`config.mk`:
```
export PLATFORM = sky130hd
export DESIGN_NAME = hyperram_responder
export DESIGN_NICKNAME = d
export VERILOG_FILES = /design/src/rtl/hyperram_responder.sv
export SDC_FILE = /design/constraint.sdc
export NUM_CORES = 2
export LEC_CHECK = 0
export CAP_MARGIN = 20
export CORE_MARGIN = 2
export CORE_UTILIZATION = 55
export CTS_CLUSTER_SIZE = 16
export DETAILED_ROUTE_END_ITERATION = 7
export GPL_ROUTABILITY_DRIVEN = 0
export PLACE_DENSITY_LB_ADDON = 0.15
export SLEW_MARGIN = 10
export SYNTH_ARGS = -nofsm -noshare
export SYNTH_HDL_FRONTEND = slang
export SYNTH_SLANG_ARGS = --single-unit
```
`constraint.sdc`:
```
create_clock -name clk -period 11.1 [get_ports clk]
set_input_delay 2.22 -clock clk [delete_from_list [all_inputs] [get_ports clk]]
set_output_delay 2.22 -clock clk [all_outputs]
set_load 0.02 [all_outputs]
```
`src/rtl/hyperram_responder.sv`:
```
// hyperram_responder: HyperBus memory-side responder that stands in for a
// small HyperRAM device so the controller can be exercised without the chip.
//
// Latency: each sampled dram_ck edge is acted on in the clk cycle that detects
// it. dram_dq_in and dram_rwds_in change on the following clk edge.
// Backpressure: none. The responder follows the controller's dram_ck and
// dram_cs_l. A high dram_cs_l aborts any transaction.
//
// Ports:
//   clk, reset        system clock, async active-high reset
//   dram_ck           HyperBus clock, oversampled as data
//   dram_cs_l         chip select (low = selected)
//   dram_rst_l        device reset (low), sampled synchronously
//   dram_dq_out/_oe   controller-driven DQ and its enable
//   dram_rwds_out/_oe controller-driven RWDS (write byte mask) and its enable
//   dram_dq_in        responder-driven DQ
//   dram_rwds_in      responder-driven RWDS
//   err_cnt           aborted-transaction counter, saturating
//                     (only with HRAM_RESP_ERRCNT_EN)
//
// Optional feature macro: HRAM_RESP_ERRCNT_EN
module hyperram_responder #(
  parameter int          ADDR_W  = 8,
  parameter int          LAT_CK  = 6,
  parameter bit          LAT_2X  = 1'b1,
  parameter logic [15:0] ID0_VAL = 16'h0C81
) (
  input  logic       clk,
  input  logic       reset,
  input  logic       dram_ck,
  input  logic       dram_cs_l,
  input  logic       dram_rst_l,
  input  logic [7:0] dram_dq_out,
  input  logic       dram_dq_oe,
  input  logic       dram_rwds_out,
  input  logic       dram_rwds_oe,
  output logic [7:0] dram_dq_in,
  output logic       dram_rwds_in
`ifdef HRAM_RESP_ERRCNT_EN
  ,
  output logic [7:0] err_cnt
`endif
);

  typedef enum logic [2:0] {
    S_IDLE, S_CA, S_LAT, S_RD, S_WR, S_REGWR, S_DONE
  } state_t;

  localparam logic [15:0] CR0_RST  = 16'h8F1F;
  localparam logic [7:0]  LAT_INIT = LAT_2X ? 8'(2 * LAT_CK) : 8'(LAT_CK);
  localparam int          DEPTH    = 1 << ADDR_W;

  state_t            state_q, state_d;
  logic              ck_q;
  logic [39:0]       ca_q, ca_d;
  logic [2:0]        edge_cnt_q, edge_cnt_d;
  logic              rw_q, rw_d;
  logic              as_q, as_d;
  logic              reg_hi_q, reg_hi_d;
  logic [ADDR_W-1:0] waddr_q, waddr_d;
  logic [7:0]        lat_cnt_q, lat_cnt_d;
  logic [7:0]        hi_q, hi_d;
  logic              hi_mask_q, hi_mask_d;
  logic              half_q, half_d;
  logic [15:0]       cr0_q, cr0_d;
  logic [7:0]        dq_in_q, dq_in_d;
  logic              rwds_in_q, rwds_in_d;

  logic [15:0]       mem [DEPTH];
  logic              mem_we_hi, mem_we_lo;

  logic              rise, fall;
  logic              do_rise, do_fall;
  logic [47:0]       ca_shift;
  logic [31:0]       ca_waddr;
  logic [15:0]       rd_word;
  logic              ca_unused;

  assign rise = dram_ck & ~ck_q;
  assign fall = ~dram_ck & ck_q;

  // The CA word after shifting in the byte on the current edge. The decode on
  // the 6th edge uses this value, so the last byte does not need to be
  // registered first.
  assign ca_shift  = {ca_q, dram_dq_out};
  assign ca_waddr  = {ca_shift[44:16], ca_shift[2:0]};
  // Burst type and reserved CA bits carry no meaning for this responder.
  assign ca_unused = ^{ca_shift[45], ca_shift[15:3]};

  // Register space decodes against the full CA word address, not the truncated
  // one. This keeps CR0 at 0x800 distinct from ID0 at 0 for any ADDR_W.
  assign rd_word = as_q ? ((waddr_q == '0 && !reg_hi_q) ? ID0_VAL : cr0_q)
                        : mem[waddr_q];

  always_comb begin
    state_d    = state_q;
    ca_d       = ca_q;
    edge_cnt_d = edge_cnt_q;
    rw_d       = rw_q;
    as_d       = as_q;
    reg_hi_d   = reg_hi_q;
    waddr_d    = waddr_q;
    lat_cnt_d  = lat_cnt_q;
    hi_d       = hi_q;
    hi_mask_d  = hi_mask_q;
    half_d     = half_q;
    cr0_d      = cr0_q;
    dq_in_d    = dq_in_q;
    rwds_in_d  = rwds_in_q;
    mem_we_hi  = 1'b0;
    mem_we_lo  = 1'b0;
    do_rise    = 1'b0;
    do_fall    = 1'b0;

    if (dram_cs_l || !dram_rst_l) begin
      // Deselect wins over any coincident dram_ck edge. Any partial word is dropped.
      state_d   = S_IDLE;
      rwds_in_d = 1'b0;
      half_d    = 1'b0;
      if (!dram_rst_l) cr0_d = CR0_RST;
    end else begin
      case (state_q)
        S_IDLE: begin
          state_d    = S_CA;
          edge_cnt_d = 3'd0;
          rwds_in_d  = LAT_2X;
        end
        S_CA: begin
          if (rise || fall) begin
            ca_d       = ca_shift[39:0];
            edge_cnt_d = edge_cnt_q + 3'd1;
            if (edge_cnt_q == 3'd5) begin
              rw_d     = ca_shift[47];
              as_d     = ca_shift[46];
              waddr_d  = ca_waddr[ADDR_W-1:0];
              reg_hi_d = (ca_waddr >> ADDR_W) != 32'd0;
              if (!ca_shift[47] && ca_shift[46]) begin
                state_d   = S_REGWR;
                rwds_in_d = 1'b0;
                half_d    = 1'b0;
              end else begin
                state_d   = S_LAT;
                lat_cnt_d = LAT_INIT;
              end
            end
          end
        end
        S_LAT: begin
          if (rise) begin
            // The rise that empties the counter is already the first data edge.
            if (lat_cnt_q <= 8'd1) begin
              lat_cnt_d = 8'd0;
              state_d   = rw_q ? S_RD : S_WR;
              do_rise   = 1'b1;
            end else begin
              lat_cnt_d = lat_cnt_q - 8'd1;
            end
          end
        end
        S_RD, S_WR: begin
          do_rise = rise;
          do_fall = fall;
        end
        S_REGWR: begin
          if (rise) begin
            hi_d   = dram_dq_out;
            half_d = 1'b1;
          end else if (fall && half_q) begin
            cr0_d   = {hi_q, dram_dq_out};
            half_d  = 1'b0;
            state_d = S_DONE;
          end
        end
        S_DONE: ;
        default: state_d = S_IDLE;
      endcase

      if (do_rise) begin
        if (rw_q) begin
          dq_in_d   = rd_word[15:8];
          rwds_in_d = 1'b1;
          half_d    = 1'b1;
        end else begin
          rwds_in_d = 1'b0;
          if (dram_dq_oe) begin
            hi_d      = dram_dq_out;
            hi_mask_d = dram_rwds_oe & dram_rwds_out;
            half_d    = 1'b1;
          end
        end
      end

      if (do_fall) begin
        if (rw_q) begin
          dq_in_d   = rd_word[7:0];
          rwds_in_d = 1'b0;
          waddr_d   = waddr_q + ADDR_W'(1);
          half_d    = 1'b0;
        end else if (dram_dq_oe && half_q) begin
          mem_we_hi = !hi_mask_q;
          mem_we_lo = !(dram_rwds_oe & dram_rwds_out);
          waddr_d   = waddr_q + ADDR_W'(1);
          half_d    = 1'b0;
        end
      end
    end
  end

  always_ff @(posedge clk or posedge reset) begin
    if (reset) begin
      state_q    <= S_IDLE;
      ck_q       <= 1'b0;
      ca_q       <= '0;
      edge_cnt_q <= 3'd0;
      rw_q       <= 1'b0;
      as_q       <= 1'b0;
      reg_hi_q   <= 1'b0;
      waddr_q    <= '0;
      lat_cnt_q  <= 8'd0;
      hi_q       <= 8'd0;
      hi_mask_q  <= 1'b0;
      half_q     <= 1'b0;
      cr0_q      <= CR0_RST;
      dq_in_q    <= 8'd0;
      rwds_in_q  <= 1'b0;
    end else begin
      state_q    <= state_d;
      ck_q       <= dram_ck;
      ca_q       <= ca_d;
      edge_cnt_q <= edge_cnt_d;
      rw_q       <= rw_d;
      as_q       <= as_d;
      reg_hi_q   <= reg_hi_d;
      waddr_q    <= waddr_d;
      lat_cnt_q  <= lat_cnt_d;
      hi_q       <= hi_d;
      hi_mask_q  <= hi_mask_d;
      half_q     <= half_d;
      cr0_q      <= cr0_d;
      dq_in_q    <= dq_in_d;
      rwds_in_q  <= rwds_in_d;
    end
  end

  // No reset on the array. While reset is held, state is IDLE, so no write
  // enable can fire and an in-flight word is never committed.
  always_ff @(posedge clk) begin
    if (mem_we_hi) mem[waddr_q][15:8] <= hi_q;
    if (mem_we_lo) mem[waddr_q][7:0]  <= dram_dq_out;
  end

  assign dram_dq_in   = dq_in_q;
  assign dram_rwds_in = rwds_in_q;

`ifdef HRAM_RESP_ERRCNT_EN
  logic [7:0] err_cnt_q, err_cnt_d;
  logic       abort;

  // Abort = deselect before the access is complete: during CA or latency,
  // or between the rise and fall of a data word.
  assign abort = dram_cs_l &&
                 (state_q == S_CA || state_q == S_LAT ||
                  (half_q && (state_q == S_RD || state_q == S_WR ||
                              state_q == S_REGWR)));

  always_comb begin
    err_cnt_d = err_cnt_q;
    if (abort && err_cnt_q != 8'hFF) err_cnt_d = err_cnt_q + 8'd1;
  end

  always_ff @(posedge clk or posedge reset) begin
    if (reset) err_cnt_q <= 8'd0;
    else       err_cnt_q <= err_cnt_d;
  end

  assign err_cnt = err_cnt_q;
`endif

endmodule

```
; Word-level counts from Yosys, hierarchy flattened
; Memories as Yosys holds them, arrays and structs flattened.
; Index checks and enable logic that the tools add are counted.
[totals]
reg_bits = 101
latchBits = 0
ramBits = 4096
mem_bits_ro = 0
output_inout_bits = 9
word_cells = 154
memories = 1
[mem_list]
columns = name, depth, word_bits, rd, rd_clocked_by_memory_dff, write_ports, line
row1 = mem, 256, 16, 1, 0, 1, 69  ; logic [15:0] mem [DEPTH];
[classes]
addsub = 3
n_mul = 0
div_mod_pow = 0
order_cmp = 1
n_eq_ne = 20
shift = 0
muxes = 80
bitwise_logic = 7
reduce_logical = 27
[op_table]
columns = op, n
row1 = $mux 8, 20
row2 = $mux 16, 7
row3 = $mux 1, 37
row4 = $reduce_bool 32->1, 1
row5 = $mux 3, 10
row6 = $ne 3x3->1 const B, 6
row7 = $pmux 8 s2, 1
row8 = $pmux 3 s5, 1
row9 = $eq 3x3->1 const B, 4
row10 = $reduce_and 4->1, 3
row11 = $ne 2x2->1 const B, 5
row12 = $add 8x1->8 const B, 1
row13 = $le 8x1->1 const B, 1
row14 = $logic_not 8->1, 1
row15 = $reduce_bool 2->1, 4
row16 = $sub 8x1->8 const B, 1
row17 = $reduce_and 7->1, 1
row18 = $eq 3x2->1 const B, 2
row19 = $pmux 1 s2, 3
row20 = $pmux 3 s2, 1
row21 = $reduce_and 3->1, 2
row22 = $reduce_and 6->1, 1
row23 = $logic_not 1->1, 5
row24 = $logic_and 1x1->1, 4
row25 = 9 further kinds, 16

; Longest topological paths before layout
[logic_depth]
ltp_word = 13
mapped_depth = 16
depth_no_buf = 10

; Worst setup path before layout
; OpenSTA, ideal clock, no wires.
[synth_path]
kind = input to register
start = input dram_ck
end = memory mem[134][0] (enable)
t_arrival_ns = 4.290
setup_slack_ns = 6.440
path_stages = 8
cell_sequence = inv_1 > ha_1 > nand4_1 > a2111oi_2 > buf_2 > nand2_1 > clkbuf_1 > nor2_1
[synth_via]
elab_chain_len = 8
[synth_rtl]
columns = element, line
row1 = from (decl), 30  ; input logic dram_ck,
row2 = $not 1->1, 80  ; assign fall = ~dram_ck & ck_q;
row3 = $and 1x1->1, 80
row4 = $mux 1, 122  ; case (state_q)
row5 = $mux 1, 115  ; if (dram_cs_l || !dram_rst_l) begin
row6 = $mux 1, 193  ; if (do_fall) begin
row7 = $mux 1, 115
row8 = $mux 1, 249  ; if (mem_we_lo) mem[waddr_q][7:0] <= dram_dq_out;
row9 = $mux 1 (implied by the code), 249
row10 = to (decl), 69
; No other way between the ends. The select of a mux whose other input is x is not followed.

; Worst setup path in the final report
[layout_path]
start = register waddr_q[0]
end = register dq_in_q[1], in the netlist dram_dq_in[1]
[layout_via]
elab_chain_len = 8
[layout_rtl]
columns = element, line
row1 = from (decl), 60  ; logic [ADDR_W-1:0] waddr_q, waddr_d;
row2 = from (signal assigned), 234  ; waddr_q <= waddr_d;
row3 = branches (longest 3 deep; another with $mem_v2 256x16), --
row4 = $mux 16 *, 92  ; assign rd_word = as_q ? ((waddr_q == '0 && !reg_hi_q) ? ID0_VAL : cr0_q)
row5 = $mux 8, 179  ; if (rw_q) begin
row6 = $mux 8, 178  ; if (do_rise) begin
row7 = $mux 8, 194  ; if (rw_q) begin
row8 = $mux 8 *, 193
row9 = to (signal assigned), 240  ; dq_in_q <= dq_in_d;
row10 = to (decl), 66  ; logic [7:0] dq_in_q, dq_in_d;
; Mark *: on every way between the ends.
; A chain may end at the register's enable or synchronous reset.

==> qor.csv <==
metric;value;unit
result_of_the_run;completed;
crit_path_end_kind;flip-flop;
die_height;549;µm
cts-buffers-inserted;410;
clockRootBuffer;clkbuf_16;
least_margin_pin_slew;1.23;ns
grtUsageTotal;31.9;%
placeableCoreArea;0.296;mm²
shortest_clock_period_the_worst_path_allows_after_layout;5.97;ns
power_leakage;0.0575;µW
worstSetupStartpointType;flip-flop;
largest_net_degree_at_the_start_of_global_routing;183;
power.density_cell_area;179;mW/mm²
layout_worst_path_cycle_share;53.8;%
count_of_final_setup_violators;0;
max_buffers_root_to_sink;4;
synth_edf_count;4096;
routed-via-count;84400;
post_drt_via_cell_ratio;6.94;
wl_per_cell;39.4;µm
critical_path.max_fanout;73;
post-synth-top-area-cell;edfxtp_1;
number_of_antenna_violations_at_the_first_check_in_global_routing;42;
rr_worst_depth;9;
grt.overflow.total;0;
avgSynthCellArea;21.1;µm²
asyncSetResetFlopFracSynth;2.38;%
drive_gt1_share;24.4;%
dp_hpwl;286000;µm
ir_drop;0.152;mV
synth_most_common_cell;edfxtp_1;
finish.net_count;7880;
area_delta_synth_final;11.7;%
dr.first_iter.drc_count;14900;
initial_utilization;55.1;%
drt_pre_antenna_iters;6;
wirelength;479000;µm
p_total;32700;µW
buffer_ports.inserted;24;
setup-tns-final;0;ns
synth_top_cells_by_count;edfxtp_1, mux4_2, nor2_1;
drt_drc_violations_left;0;
hold_buffers;0;
kind_of_critical_path;flip-flop to flip-flop;
crit_arrival;6.83;ns
whs_path_depth;1;
post_synth_instance_area;0.163;mm²
die_ar;0.301;mm²
synth.yosys.seq_area_share;76.9;%
cts_resized;0;
hold-worst-slack;0.490;ns
setup_slack_reg_to_reg;5.13;ns
netlist_instances;7718;
clock_skew;0.0448;ns
grt_setup_unrepaired;no;
final.fill_count;20000;
drv_slew;0;
postSynthRegisterBits;4196;
cap_viol_max_count;0;
io-pin-count;25;
row_count;200;
worst_min_path_class;flip-flop to flip-flop;
cts.repair_timing.setup_buffer_count;0;
maxClockFrequency;167;MHz
synthDistinctLibCells;82;
grt_pass1_vias;81000;
yosys_warnings;0;
antenna_left;0;
layout.cells.non_filler;12200;
tritoncts_num_sinks;4196;
clk_transition_reported_paths;0.07;ns
final-hold-violation-count;0;
final_core_util;61.6;%
cts_tree;yes;
dpl.cell_count;11400;
slew_headroom;16.9;%
ctsHtreeMaxLevel;5;
dieWidth;549;µm
synth-main-ff-cell;edfxtp_1;
synth_fp_nets;7744;
insertion_delay;0.97;ns
yosysTopAreaCellShare;75.4;%
grt_pass1_wl;662000;µm
required;11.96;ns
synthTopCellsByArea;edfxtp_1, mux4_2, dfrtp_1, nor2_1, mux2i_1;
logic make-up (layout without fill, tap and decap cells):
logic type / after synthesis / after routing / share of synthesized area, %
and+or+nand+nor: 1144 / 1144 / 3.05
muxes: 1268 / 1268 / 15.7
buffers and inverters: 496 / 982 / 1.63
AOI/OAI and AO/OA: 604 / 604 / 2.61
DFF: 4196 / 4196 / 76.9
other: 0 / 24 / 0
adders and majority gates: 10 / 10 / 0.0767
metrics by stage:
stage | cell area, µm² | setup slack, ns
floorplan | 163000 | 6.28
global placement | 168000 | 4.71
detailed placement | 168000 | 4.65
CTS | 182000 | 5.44
global route | 182000 | 5.09
finish | 182000 | 5.13
layout make-up:
class                      instances  area, µm²  share of cell area, %
sequential                      4196     126000                   68.9
multi-input combinational       3026      35500                   19.4
clock buffer                     471      10600                   5.81
tap                             3939       4930                   2.70
clock inverter                   291       3760                   2.06
timing repair buffer             198       1870                   1.03
inverter                          22       92.6                 0.0508
antenna                           24       60.1                 0.0329
final timing paths:
path / startpoint / end
setup / recovery: waddr_q[0] / dram_dq_in[1]
hold / removal: lat_cnt_q[7] / lat_cnt_q[7]
setup reg to reg: waddr_q[0] / dram_dq_in[1]
hold reg to reg: lat_cnt_q[7] / lat_cnt_q[7]
max in group asynchronous: reset / hi_q[2]
min in group asynchronous: reset / ck_q
worst max-delay path, cell delays in order (launching register included):
cell and delay [ns]:
dfrtp_4 1.06, buf_12 0.52, nand2_2 0.75, o22ai_1 0.86
nor3b_1 0.11, a2111oi_0 0.95, o2111ai_1 0.23, nor4_1 0.78
a32oi_1 0.20, a21o_1 0.22
power breakdown:
group	internal [µW]	switching, µW	total, µW
clock network	8570	6150	14700
registers	17400	54.5	17400
logic	150	391	540
total	26100	6600	32700
routing by layer:
metal	vias to the layer above	share of wire, %	GRT usage (%)
met5	-	0.017	0
met4	12	4.7	12.8
met3	971	14	9.19
met2	6473	44	45.8
met1	44400	37	46.6
li1	32600	-	-
cells in the final DEF, fill, tap and decap left out, types with 17 or more instances in the layout:
cell type   netlist  routed
nor2_1          576     571
mux2_2           65      65
a211oi_1         23      23
a31oi_1          21      21
dfrtp_1          90      74
clkinv_1          1      71
o22ai_1          74      74
diode_2           0      24
a32oi_1          17      17
buf_4            68     151
mux4_2         1024    1024
inv_1            20      17
a22o_1           32      32
clkinvlp_4        0      34
mux2i_1         171     171
a22oi_1         143     143
bufinv_16         0      71
nand2_1         290     273
nor3_1           23      20
buf_12            3      22
o21ai_0          55      55
a21oi_1          95      95
clkbuf_1        140      53
clkinv_2          0      74
nand4_1          30      30
clkbuf_16         0     413
edfxtp_1       4096    4096
nor4_1           22      20
nand3_1          93      92
state kept, by name, indices dropped and copies added (netlist names):
| register | cells |
|---|---|
| hi_mask_q | 1 |
| as_q | 1 |
| rw_q | 1 |
| ca_q | 39 |
| cr0_q | 16 |
| ck_q | 1 |
| state_q | 3 |
| lat_cnt_q | 8 |
| half_q | 1 |
| dram_rwds_in | 1 |
| mem | 4096 |
| dram_dq_in | 8 |
| reg_hi_q | 1 |
| hi_q | 8 |
| waddr_q | 8 |
| edge_cnt_q | 3 |
(Power assumes the default switching activity.)
